**src/rtl/seq_pkg.sv**
```systemverilog
// Shared definitions for the serial pattern generator and the benches that drive it.
package seq_pkg;

  typedef enum logic [1:0] {
    IDLE  = 2'd0,
    SHIFT = 2'd1,
    GAP   = 2'd2,
    DONE  = 2'd3
  } gen_state_t;

  localparam int DEFAULT_MAX_LEN = 8;

  // Reference pattern used by the detector benches.
  localparam logic [3:0] PAT_0011     = 4'b0011;
  localparam int         PAT_0011_LEN = 4;

endpackage

```
**src/rtl/seq_gen_shreg.sv**
```systemverilog
// Loadable left-shift register with a down-counting bit counter.
// The pattern is left-aligned on load so dout is always the bit currently on the line.
module seq_gen_shreg
  import seq_pkg::*;
#(
  parameter int MAX_LEN = DEFAULT_MAX_LEN,
  parameter int LEN_W   = $clog2(MAX_LEN + 1)
) (
  input  logic               clk,
  input  logic               rst,
  input  logic               load,
  input  logic               shift,
  input  logic [MAX_LEN-1:0] din,
  input  logic [LEN_W-1:0]   len,
  output logic               dout,
  output logic               last
);

  logic [MAX_LEN-1:0] sr;
  logic [LEN_W-1:0]   cnt;

  // Left alignment drops unused pattern bits and leaves zeros behind, so the
  // register reads 0 once the final bit has been shifted out.
  always_ff @(posedge clk or posedge rst) begin
    if (rst) begin
      sr  <= '0;
      cnt <= '0;
    end else if (load) begin
      sr  <= din << (MAX_LEN - int'(len));
      cnt <= len;
    end else if (shift) begin
      sr  <= sr << 1;
      cnt <= cnt - LEN_W'(1);
    end
  end

  assign dout = sr[MAX_LEN-1];
  assign last = (cnt == LEN_W'(1));

endmodule

```
**src/rtl/seq_pattern_gen.sv**
```systemverilog
// Serial bit-pattern transmitter: loads a pattern over a valid/ready port and
// shifts it out MSB-first, with repeat count and inter-repetition gap.
module seq_pattern_gen
  import seq_pkg::*;
#(
  parameter int MAX_LEN = DEFAULT_MAX_LEN,
  parameter int LEN_W   = $clog2(MAX_LEN + 1),
  parameter int REP_W   = 4,
  parameter int GAP_W   = 4
) (
  input  logic               clk,
  input  logic               rst,
  input  logic               load_valid,
  output logic               load_ready,
  input  logic [MAX_LEN-1:0] pattern,
  input  logic [LEN_W-1:0]   len,
  input  logic [REP_W-1:0]   reps,
  input  logic [GAP_W-1:0]   gap,
  output logic               out,
  output logic               out_valid,
  output logic               busy,
  output logic               done
);

  localparam logic [1:0] ST_IDLE  = 2'(IDLE);
  localparam logic [1:0] ST_SHIFT = 2'(SHIFT);
  localparam logic [1:0] ST_GAP   = 2'(GAP);
  localparam logic [1:0] ST_DONE  = 2'(DONE);

  logic [1:0]         state, state_n;
  logic [MAX_LEN-1:0] pat_q;
  logic [LEN_W-1:0]   len_q, len_c;
  logic [GAP_W-1:0]   gap_q, gap_cnt;
  logic [REP_W-1:0]   rep_cnt, reps_c;
  logic               accept, more_reps, rep_end;
  logic               sr_load, sr_shift, sr_last;
  logic [MAX_LEN-1:0] sr_din;
  logic [LEN_W-1:0]   sr_len;

  assign load_ready = (state == ST_IDLE);
  assign accept     = load_valid && load_ready;
  assign len_c      = (len > LEN_W'(MAX_LEN)) ? LEN_W'(MAX_LEN) : len;
  assign reps_c     = (reps == '0) ? REP_W'(1) : reps;
  assign more_reps  = (rep_cnt > REP_W'(1));
  assign rep_end    = (state == ST_SHIFT) && sr_last;

  // Fresh loads come straight from the port; repeats reload from the held copy.
  assign sr_din = (state == ST_IDLE) ? pattern : pat_q;
  assign sr_len = (state == ST_IDLE) ? len_c : len_q;

  seq_gen_shreg #(
    .MAX_LEN(MAX_LEN),
    .LEN_W  (LEN_W)
  ) u_shreg (
    .clk  (clk),
    .rst  (rst),
    .load (sr_load),
    .shift(sr_shift),
    .din  (sr_din),
    .len  (sr_len),
    .dout (out),
    .last (sr_last)
  );

  always_comb begin
    state_n  = state;
    sr_load  = 1'b0;
    sr_shift = 1'b0;
    case (state)
      ST_IDLE: begin
        if (accept) begin
          if (len_c != '0) begin
            state_n = ST_SHIFT;
            sr_load = 1'b1;
          end else begin
            state_n = ST_DONE;
          end
        end
      end
      ST_SHIFT: begin
        if (!sr_last) begin
          sr_shift = 1'b1;
        end else if (more_reps && gap_q != '0) begin
          state_n  = ST_GAP;
          sr_shift = 1'b1;
        end else if (more_reps) begin
          sr_load = 1'b1;
        end else begin
          state_n  = ST_DONE;
          sr_shift = 1'b1;
        end
      end
      ST_GAP: begin
        if (gap_cnt == GAP_W'(1)) begin
          state_n = ST_SHIFT;
          sr_load = 1'b1;
        end
      end
      ST_DONE: state_n = ST_IDLE;
      default: state_n = ST_IDLE;
    endcase
  end

  // Status outputs are registered from the next state so they line up with the data bit.
  always_ff @(posedge clk or posedge rst) begin
    if (rst) begin
      state     <= ST_IDLE;
      pat_q     <= '0;
      len_q     <= '0;
      gap_q     <= '0;
      rep_cnt   <= '0;
      gap_cnt   <= '0;
      out_valid <= 1'b0;
      busy      <= 1'b0;
      done      <= 1'b0;
    end else begin
      state     <= state_n;
      out_valid <= (state_n == ST_SHIFT);
      busy      <= (state_n != ST_IDLE);
      done      <= (state_n == ST_DONE);
      if (accept) begin
        pat_q   <= pattern;
        len_q   <= len_c;
        gap_q   <= gap;
        rep_cnt <= reps_c;
      end else if (rep_end && more_reps) begin
        rep_cnt <= rep_cnt - REP_W'(1);
      end
      if (rep_end && more_reps && gap_q != '0) begin
        gap_cnt <= gap_q;
      end else if (state == ST_GAP && gap_cnt > GAP_W'(1)) begin
        gap_cnt <= gap_cnt - GAP_W'(1);
      end
    end
  end

endmodule

```
**config.mk**
```make
export PLATFORM = sky130hd
export DESIGN_NAME = seq_pattern_gen
export DESIGN_NICKNAME = d
export VERILOG_FILES = /design/src/rtl/seq_pkg.sv /design/src/rtl/seq_gen_shreg.sv /design/src/rtl/seq_pattern_gen.sv
export SDC_FILE = /design/constraint.sdc
export NUM_CORES = 1
export LEC_CHECK = 0
export CAP_MARGIN = 20
export CORE_MARGIN = 2
export CORE_UTILIZATION = 56
export DETAILED_ROUTE_END_ITERATION = 6
export PLACE_DENSITY = 0.79
export SLEW_MARGIN = 30
export SYNTH_ARGS = -nofsm -noshare
export SYNTH_HDL_FRONTEND = slang
export SYNTH_HIERARCHICAL = 1
export SYNTH_SLANG_ARGS = --single-unit
```
**constraint.sdc**
```tcl
create_clock -name clk -period 3.8 [get_ports clk]
set_input_delay 0.76 -clock clk [delete_from_list [all_inputs] [get_ports clk]]
set_output_delay 0.76 -clock clk [all_outputs]
set_load 0.05 [all_outputs]
```
==> impl_metrics.csv <==
group,metric,value,unit
run_status,outcome,"complete, no violations",
place,dp_hpwl,4040,um
clock_network,cts-resized-gates,0,
timing,rsz0062_at_grt,"no",
timing,clock.fmax,327,MHz
pwr,power.leakage,0.00132,uW
setup_path,crit_type,"input pin to flop",
die,dieArea,5090,um2
finish,final_cell_mix,"nand2_1, dfrtp_1, clkdlybuf4s50_1, a21oi_1, inv_1",
timing,min_period_over_period,80.4,%
flow_run,maxCapViolCount,0,
finish,seqCellArea,1030,um2
routing,via_per_inst,5.60,
routing,drt_pass1_iterations,4,
die,pin_count,28,
setup_path,cp.arrival,3240,ps
grt,grt_first_pass_wirelength,9650,um
timing,finalHoldViolCount,0,
grt,grtUsageTotal,23.8,%
synth,netlist_top_cells_area,"dfrtp_1, nand2_1, mux2i_1",
timing,skew,8.22,ps
place,io_buffers,27,
grt,grt_overflow,0,
grt,grt_max_degree,24,
setup_path,crit_fanout,11,
hold_path,min-delay-start,"len_q[3]$_DFFE_PP0P_",
routing,ant_nets,0,
grt,met1_usage,33.2,%
setup_path,r2r_slack,860,ps
synth,synth_cell_type_count,55,
synth,synth_largest_area_cell,"dfrtp_1",
clock_network,postCtsSetupBuffers,0,
routing,wl_per_cell,14.1,um
synth,ys_ff_latch,41,
hold_path,min_path_cells,2,
timing,slew_viol_final,0,
clock_network,cts.path.max_buffers,2,
synth,yosys_warnings,6,
timing,tightest_slew,595,ps
die,chipWidth,71.3,um
die,coreArea,4350,um2
finish,drive_gt1_share,9.04,%
clock_network,holdBufCountCts,0,
die,rows,24,
place,place_congestion,0.888,
clock_network,cts.sinks,41,
synth,netlist_area,2540,um2
synth,synth-edff-count,0,
routing,drc,0,
clock_network,cts_tree,"done",
setup_path,reg2reg_to,"u_shreg/sr[1]$_DFFE_PP0P_",
setup_path,cp.required,3980,ps
synth,async_flop_share,100,%
pwr,p_total,890,uW
routing,drt-total-wl,5400,um
synth,synth.avg_cell_area,8.35,um2
synth,synth-main-ff-cell,"dfrtp_1",
grt,grtUsageMet3,4.78,%
die,dieHeight,71.3,um
timing,fin_crit,3060,ps
pwr,power_density,298,nW/um2
clock_network,path_clk_slew,80,ps
clock_network,clkLatencyLatePin,300,ps
routing,vias,2151,
timing,setup_viol,0,
routing,drtIter0Drc,106,
synth,synth_cells,304,
grt,busiest_layer,"met2",
pwr,ir_worst_vdd,0.204,mV
hold_path,min_path_type,"flop to flop",
finish,n_antenna_cell,0,
synth,yosysTopAreaCellShare,40.4,%
synth,syn-num-nets,334,
grt,gr-usage-met2,36.9,%
grt,first_global_vias,2107,
timing,slew_headroom,60.0,%
clock_network,cts_root_buf,"clkbuf_8",
finish,layout_commonest_cell,"nand2_1",
synth,yosysSeqAreaShare,40.4,%
finish,multi_input_area,1380,um2
clock_network,numCtsBuffers,5,
timing,finalSetupTns,0,ps
finish,utilization,68.5,%
hold_path,worstHoldEndpoint,"len_q[3]$_DFFE_PP0P_",
finish,fill_cells,355,
finish,syn_to_final_growth,17.4,%
setup_path,cp-start-kind,"input pin",
finish,final_nets,361,
clock_network,cts-htree-levels,2,
setup_path,worstReg2RegStart,"u_shreg/cnt[1]$_DFFE_PP0P_",
grt,antenna_found_initial,0,
setup_path,worst_r2r_path_depth,12,
die,initial_utilization,58.3,%
setup_path,critPathCaptureType,"flop",
-- metal layers --
metal	vias to the layer above	wire, um
met2	52	2450
met4	0	127
met3	14	225
met1	1005	2600
met5	-	0
li1	1080	-
-- synthesized netlist by cell type (all sizes together) (4+ instances only) --
master / count
clkbuf: 7
o21ai: 16
nor3: 6
dfrtp: 41
xnor2: 5
or2: 4
nand2: 89
buf: 8
nand3b: 4
mux2i: 10
nor2: 15
inv: 18
o22ai: 4
a21oi: 20
ha: 7
nand2b: 8
-- layout make-up --
cell class	count	share of cell area, %
clock inverters	2	1.26
multi-input cells	230	46.1
flip-flops and latches	41	34.4
well taps	52	2.18
inverters	18	2.27
clock buffers	6	2.77
repair buffers	35	11.0
-- critical path, stage by stage --
cell and delay (ps):
clkdlybuf4s50_1 480, nand2b_1 190, o21ai_0 480, inv_1 100, ha_1 490, mux2i_1 230, o21ai_0 140, a221oi_1 310
nor2_1 60
-- worst max-delay path by stage --
| stage | start | to | cells past startpoint |
|---|---|---|---|
| after global placement | len[3] | u_shreg/sr[6]$_DFFE_PP0P_ | 9 |
| after global routing | len[3] | u_shreg/sr[6]$_DFFE_PP0P_ | 9 |
| after CTS | len[3] | u_shreg/sr[6]$_DFFE_PP0P_ | 9 |
| final | len[3] | u_shreg/sr[6]$_DFFE_PP0P_ | 9 |
| after floorplan | state[0]$_DFF_PP0_ | u_shreg/sr[6]$_DFFE_PP0P_ | 13 |
| after detailed placement | len[3] | u_shreg/sr[6]$_DFFE_PP0P_ | 9 |
-- cell families (layout without fill, tap and decap cells) --
family                     Yosys count  in the layout  share of synthesized area, %
and+or+nand+nor                    142            142                          26.3
AOI/OAI and AO/OA                   60             60                          15.7
DFF                                 41             41                          40.4
buffers and inverters               33             61                          5.42
muxes                               13             13                          5.72
xor gates and xnor gates             8              8                          3.06
adders and majority gates            7              7                          3.45
-- power breakdown --
part           internal (uW)  switching [uW]  total (uW)
clock                    214             156         369
sequential               444            5.50         450
combinational           35.3            35.3        70.6
total                    693             197         890
-- flip-flops by register name (all words and copies together) (netlist names) --
signal,flops
len_q,4
done,1
u_shreg/cnt,4
u_shreg/sr,8
out_valid,1
gap_cnt,4
busy,1
rep_cnt,4
gap_q,4
state,2
pat_q,8
-- metrics by stage --
step	instances	instance area, um2	hold slack (ps)	setup slack [ps]
detailed placement	376	2860	462	430
finish	384	2980	476	745
global route	384	2980	495	453
floorplan	304	2540	446	1010
CTS	384	2980	481	746
global placement	375	2860	456	572
(Power assumes the default switching activity.)
